`config.mk`:
```
export PLATFORM = sky130hd
export DESIGN_NAME = apb_slave_regfile_flat
export DESIGN_NICKNAME = d
export VERILOG_FILES = /design/src/rtl/apb_pkg.sv /design/src/rtl/apb_slave_regfile_if.sv /design/src/rtl/apb_regfile_mem.sv /design/src/rtl/apb_slave_regfile.sv /design/src/flat_wrapper.sv
export SDC_FILE = /design/constraint.sdc
export NUM_CORES = 1
export LEC_CHECK = 0
export BUFFER_PORTS_ARGS = -buffer_cell sky130_fd_sc_hd__buf_2
export CAP_MARGIN = 15
export CORE_ASPECT_RATIO = 0.5
export CORE_MARGIN = 8
export CORE_UTILIZATION = 45
export DETAILED_ROUTE_END_ITERATION = 7
export SYNTH_ARGS = -nofsm -noshare
export SYNTH_HDL_FRONTEND = slang
export SYNTH_SLANG_ARGS = --single-unit
export TNS_END_PERCENT = 5
```
`constraint.sdc`:
```
create_clock -name pclk -period 16.2 [get_ports pclk]
set_clock_uncertainty 0.2 [all_clocks]
set_input_delay 3.24 -clock pclk [delete_from_list [all_inputs] [get_ports pclk]]
set_output_delay 3.24 -clock pclk [all_outputs]
set_load 0.02 [all_outputs]
```
`src/rtl/apb_pkg.sv`:
```
// Shared APB definitions: FSM state encoding and default bus width.
package apb_pkg;

   localparam int unsigned APB_WIDTH = 16;

   typedef enum logic [1:0] {
      IDLE  = 2'd0,
      WAIT  = 2'd1,
      READY = 2'd2
   } apb_state_e;

endpackage

```
`src/rtl/apb_slave_regfile_if.sv`:
```
// APB bus bundle between a bridge (master) and a slave.
interface apb_slave_regfile_if
   import apb_pkg::*;
#(
   parameter int unsigned WIDTH = APB_WIDTH
) ();

   logic             pselect;
   logic             penable;
   logic             pwrite;
   logic [WIDTH-1:0] paddr;
   logic [WIDTH-1:0] pwdata;
   logic             pready;
   logic [WIDTH-1:0] prdata;
   logic             pslverr;

   modport master (
      output pselect, penable, pwrite, paddr, pwdata,
      input  pready, prdata, pslverr
   );

   modport slave (
      input  pselect, penable, pwrite, paddr, pwdata,
      output pready, prdata, pslverr
   );

endinterface

```
`src/rtl/apb_regfile_mem.sv`:
```
// Register array with one synchronous write port and one combinational read port.
module apb_regfile_mem
   import apb_pkg::*;
#(
   parameter int unsigned WIDTH = APB_WIDTH,
   parameter int unsigned DEPTH = 16,
   localparam int unsigned AW   = $clog2(DEPTH)
) (
   input  logic             clk,
   input  logic             reset,
   input  logic             we,
   input  logic [AW-1:0]    waddr,
   input  logic [WIDTH-1:0] wdata,
   input  logic [AW-1:0]    raddr,
   output logic [WIDTH-1:0] rdata
);

   logic [WIDTH-1:0] mem_q [DEPTH];

   // Storage: cleared by reset, written when we is high.
   always_ff @(posedge clk or posedge reset) begin
      if (reset) begin
         for (int unsigned i = 0; i < DEPTH; i++) begin
            mem_q[i] <= '0;
         end
      end else if (we) begin
         mem_q[waddr] <= wdata;
      end
   end

   assign rdata = mem_q[raddr];

endmodule

```
`src/rtl/apb_slave_regfile.sv`:
```
// APB slave exposing DEPTH registers with a fixed number of wait states.
module apb_slave_regfile
   import apb_pkg::*;
#(
   parameter int unsigned WIDTH       = APB_WIDTH,
   parameter int unsigned DEPTH       = 16,
   parameter int unsigned WAIT_STATES = 1
) (
   input logic                 pclk,
   input logic                 preset,
   apb_slave_regfile_if.slave  bus
);

   localparam int unsigned AW = $clog2(DEPTH);
   localparam logic [3:0] WAIT_INIT = (WAIT_STATES == 0) ? 4'd0 : 4'(WAIT_STATES - 1);

   apb_state_e       state_q, state_d;
   logic [3:0]       cnt_q, cnt_d;
   logic [WIDTH-1:0] addr_q, addr_d;
   logic [WIDTH-1:0] wdata_q, wdata_d;
   logic             write_q, write_d;
   logic             pready_q, pslverr_q;
   logic [WIDTH-1:0] prdata_q;
   logic [WIDTH-1:0] mem_rdata;
   logic             setup;
   logic             in_range_q, in_range_d;
   logic             mem_we;

   assign setup = bus.pselect & ~bus.penable;

   // Upper address bits all zero means the word exists in the array.
   assign in_range_q = (addr_q >> AW) == '0;
   assign in_range_d = (addr_d >> AW) == '0;

   // Commit on the edge leaving READY, unless the bridge deselected us.
   assign mem_we = (state_q == READY) & bus.pselect & write_q & in_range_q;

   apb_regfile_mem #(
      .WIDTH (WIDTH),
      .DEPTH (DEPTH)
   ) u_mem (
      .clk   (pclk),
      .reset (preset),
      .we    (mem_we),
      .waddr (addr_q[AW-1:0]),
      .wdata (wdata_q),
      .raddr (addr_d[AW-1:0]),
      .rdata (mem_rdata)
   );

   // Next-state logic: latch on setup, count wait states, abort on deselect.
   always_comb begin
      state_d = state_q;
      cnt_d   = cnt_q;
      addr_d  = addr_q;
      wdata_d = wdata_q;
      write_d = write_q;
      unique case (state_q)
         IDLE: begin
            if (setup) begin
               addr_d  = bus.paddr;
               wdata_d = bus.pwdata;
               write_d = bus.pwrite;
               if (WAIT_STATES == 0) begin
                  state_d = READY;
               end else begin
                  state_d = WAIT;
                  cnt_d   = WAIT_INIT;
               end
            end
         end
         WAIT: begin
            if (!bus.pselect) begin
               state_d = IDLE;
               cnt_d   = '0;
            end else if (cnt_q == '0) begin
               state_d = READY;
            end else begin
               cnt_d = cnt_q - 4'd1;
            end
         end
         READY: begin
            state_d = IDLE;
         end
         default: begin
            state_d = IDLE;
         end
      endcase
   end

   // FSM and transfer latch registers.
   always_ff @(posedge pclk or posedge preset) begin
      if (preset) begin
         state_q <= IDLE;
         cnt_q   <= '0;
         addr_q  <= '0;
         wdata_q <= '0;
         write_q <= 1'b0;
      end else begin
         state_q <= state_d;
         cnt_q   <= cnt_d;
         addr_q  <= addr_d;
         wdata_q <= wdata_d;
         write_q <= write_d;
      end
   end

   // Registered bus outputs, loaded on the edge that enters READY.
   always_ff @(posedge pclk or posedge preset) begin
      if (preset) begin
         pready_q  <= 1'b0;
         pslverr_q <= 1'b0;
         prdata_q  <= '0;
      end else begin
         pready_q  <= (state_d == READY);
         pslverr_q <= (state_d == READY) & ~in_range_d;
         if (state_d == READY) begin
            if (!in_range_d) begin
               prdata_q <= '0;
            end else if (!write_d) begin
               prdata_q <= mem_rdata;
            end
         end
      end
   end

   assign bus.pready  = pready_q;
   assign bus.pslverr = pslverr_q;
   assign bus.prdata  = prdata_q;

endmodule

```
`src/flat_wrapper.sv`:
```
// flat-port wrapper written by rule: the top's interface ports become plain ports
module apb_slave_regfile_flat import apb_pkg::*;
#(
   parameter int unsigned WIDTH       = APB_WIDTH,
   parameter int unsigned DEPTH       = 16,
   parameter int unsigned WAIT_STATES = 1
)
  (pclk, preset, bus_pselect, bus_penable, bus_pwrite, bus_paddr, bus_pwdata, bus_pready, bus_prdata, bus_pslverr);
  apb_slave_regfile_if #(.WIDTH(WIDTH)) bus_i ();
  input logic pclk;
  input logic preset;
  input wire logic [$bits(bus_i.pselect)-1:0] bus_pselect;
  input wire logic [$bits(bus_i.penable)-1:0] bus_penable;
  input wire logic [$bits(bus_i.pwrite)-1:0] bus_pwrite;
  input wire logic [$bits(bus_i.paddr)-1:0] bus_paddr;
  input wire logic [$bits(bus_i.pwdata)-1:0] bus_pwdata;
  output wire logic [$bits(bus_i.pready)-1:0] bus_pready;
  output wire logic [$bits(bus_i.prdata)-1:0] bus_prdata;
  output wire logic [$bits(bus_i.pslverr)-1:0] bus_pslverr;
  assign bus_i.pselect = bus_pselect;
  assign bus_i.penable = bus_penable;
  assign bus_i.pwrite = bus_pwrite;
  assign bus_i.paddr = bus_paddr;
  assign bus_i.pwdata = bus_pwdata;
  assign bus_pready = bus_i.pready;
  assign bus_prdata = bus_i.prdata;
  assign bus_pslverr = bus_i.pslverr;
  apb_slave_regfile #(.WIDTH(WIDTH), .DEPTH(DEPTH), .WAIT_STATES(WAIT_STATES)) u_core (.pclk(pclk), .preset(preset), .bus(bus_i));
endmodule
```
==> flow_summary.json <==
{
  "max_freq_mhz": 158.6,
  "finalPower_mw": 1.908,
  "first_global_vias": 8978,
  "regArea_um2": 7833,
  "synth_edf_count": 0,
  "drt_pre_antenna_iters": 5,
  "cts_root_buf": "clkbuf_16",
  "yosysUniqueCellTypes": 41,
  "fin_crit_ps": 6305,
  "yosys_warnings": 0,
  "rsz0062_at_grt": "false",
  "slew_violations": 0,
  "place.port_buffers": 54,
  "required_ps": 16450,
  "diodes": 0,
  "r2r_setup_slack_ps": 12130,
  "drtIter0Drc": 768,
  "path_delay_family": "buffers and inverters",
  "synthTopCellsByArea": "dfrtp_1 57%, mux2_2 23%, mux4_2 5.2%",
  "ys.flop_type": "dfrtp_1",
  "syn_inst": 1010,
  "vias_per_cell": 5.750,
  "route.detailed.drc": 0,
  "tightest_slew_ps": 1255,
  "track_usage_pct": 18.13,
  "final_nets": 1092,
  "multi_input_area_um2": 5680,
  "ir_drop_v": 0.00006423,
  "synthMostInstantiatedCell": "dfrtp_1",
  "htree_levels": 1,
  "postCtsSetupRepairBufs": 0,
  "ctsHoldBuffers": 0,
  "dpl.cell_count": 1421,
  "crit_chain": "buf_2, nor4b_4, buf_4, mux2i_4, buf_4, buf_4, mux4_2, a22oi_1, nand3_1",
  "cp.depth": 9,
  "layout-drive-gt1-share_pct": 43.63,
  "dieWidth_um": 264.0,
  "clock_path_buffers": 3,
  "critPathLaunch": "bus_pselect",
  "die_h_um": 140.0,
  "hold_violations": 0,
  "wire_per_inst_um": 22.48,
  "drt-total-wl_mm": 33.14,
  "end_kind": "flop",
  "r2r_start": "u_core.state_q[1]",
  "avgSynthCellArea_um2": 13.70,
  "cp_common_cell": "buf_4",
  "start_util_pct": 45.69,
  "ys_seq_area_share_pct": 56.59,
  "clkLatencyLatePin_ps": 570,
  "yosys_register_bits": 313,
  "crit_end": "u_core.bus.prdata[0]",
  "clock_sinks": 313,
  "rows": 45,
  "p_leak_nw": 7.382,
  "crit_buf_inv": 4,
  "synth.net_count": 1049,
  "finalSetupViolCount": 0,
  "slowest_delay_ps": 750,
  "final_cells": 1474,
  "critical_path_class": "input pin to flop",
  "slowest_stage": "buf_4",
  "cp-start-kind": "input pin",
  "core_um2": 30290,
  "cts-resized-gates": 0,
  "grt_start_max_net_pins": 124,
  "status": "complete, no violations",
  "synth_common_cells": "313 x dfrtp_1, 284 x mux2_2, 122 x nand2_1",
  "hp-class": "flop to flop",
  "clk_transition_reported_paths_ps": 70,
  "r2r-end": "u_core.bus.prdata[0]",
  "gp_congestion": 0.7779,
  "p_per_area_nw_per_um2": 123.2,
  "cp.arrival_ps": 6550,
  "yosysTopAreaCell": "dfrtp_1",
  "area_growth_pct": 11.91,
  "fin_setup_tns_ps": 0,
  "grt_overflow_total": 0,
  "num_vias": 8475,
  "finalCritPeriodShare_pct": 38.92,
  "cts_buffers": 29,
  "ant_nets": 0,
  "antenna_found_initial": 0,
  "synth_area_um2": 13840,
  "cp_max_fo": 57,
  "fillerInstances": 2589,
  "dieArea_um2": 36970,
  "reg2regPathDepth": 8,
  "cts_tree": "done",
  "cap_violations": 0,
  "synth_top_area_share_pct": 56.59,
  "synthArstFlopShare_pct": 100.0,
  "dpl.hpwl_mm": 20.20,
  "final_util_pct": 51.14,
  "num_io_pins": 55,
  "relSlewSlack_pct": 15.89,
  "grt_pass1_wl_mm": 53.05
}
[layout by cell type (no fill, tap or decap), drive strengths merged, types with 11 or more instances in the layout]
master | netlist | layout
nand4 | 17 | 17
clkbuf | 33 | 45
a32oi | 16 | 16
mux4 | 32 | 32
mux2 | 284 | 284
nor2 | 18 | 18
nand2 | 122 | 122
a22oi | 16 | 16
mux2i | 20 | 20
nand3 | 53 | 53
dfrtp | 313 | 313
buf | 34 | 79
inv | 10 | 11
[report_power, final]
part	leakage (nW)	internal (mW)	switching [mW]
Sequential	4.30	0.819	0.0968
Combinational	2.61	0.109	0.193
Clock	0.481	0.395	0.295
Total	7.38	1.32	0.585
[per-stage QoR]
step / hold slack (ps) / area [um^2] / worst slack [ps]
after floorplan: 268.3 / 13840 / 4102
after global placement: 271.0 / 14510 / 9314
after detailed placement: 282.4 / 14520 / 9259
after CTS: 296.7 / 15490 / 9889
after global routing: 319.0 / 15490 / 9643
final: 290.5 / 15490 / 9895
[worst min path at each step]
stage	from	endpoint	cells past startpoint
final	u_core.bus.prdata[11]	u_core.bus.prdata[11]	2
after global routing	u_core.u_mem.mem_q[73]	u_core.u_mem.mem_q[73]	1
after CTS	u_core.bus.prdata[9]	u_core.bus.prdata[9]	2
after detailed placement	u_core.bus.prdata[9]	u_core.bus.prdata[9]	2
after global placement	u_core.bus.prdata[11]	u_core.bus.prdata[11]	2
after floorplan	u_core.cnt_q[1]	u_core.cnt_q[1]	2
[sequential cells by signal, summed over array words and instances, names as in the netlist]
name / cells
u_core.addr_q: 16
u_core.cnt_q: 4
u_core.wdata_q: 16
u_core.u_mem.mem_q: 256
u_core.bus.pslverr: 1
u_core.write_q: 1
u_core.bus.prdata: 16
u_core.bus.pready: 1
u_core.state_q: 2
[cell families (layout without fill, tap and decap cells)]
logic type,count (synthesis),in the layout,share of synthesized area [%]
xor gates and xnor gates,2,2,0.1266
DFF,313,313,56.59
adders and majority gates,2,2,0.1808
and+or+nand+nor,239,239,8.208
muxes,336,336,29.85
buffers and inverters,77,142,2.793
AOI/OAI and AO/OA,41,41,2.251
[worst register-to-register path, delay by kind of cell (launching register included)]
| family | cells | cell delay, ps |
|---|---|---|
| AND/OR/NAND/NOR | 2 | 400 |
| AO/OA/AOI/OAI | 1 | 210 |
| flip-flops | 1 | 480 |
| multiplexers | 2 | 990 |
| buffers and inverters | 3 | 1680 |
[layout make-up]
type / instances / share of cell area [%]
tap: 399 / 3.223
clock inverter: 8 / 0.4604
clock buffer: 45 / 5.784
timing repair buffer: 79 / 3.005
multi-input combinational: 620 / 36.67
sequential: 313 / 50.57
inverter: 10 / 0.2908
[per-layer routing]
layer  routed length [um]  GRT usage [%]  vias to the layer above
met2                14340          27.16                      232
li1                     -              -                     3725
met3                 1898          3.477                       59
met4                  814          4.670                        0
met1                16090          26.81                     4459
met5                    0              0                        -
Power figures use the tool's default switching activity.
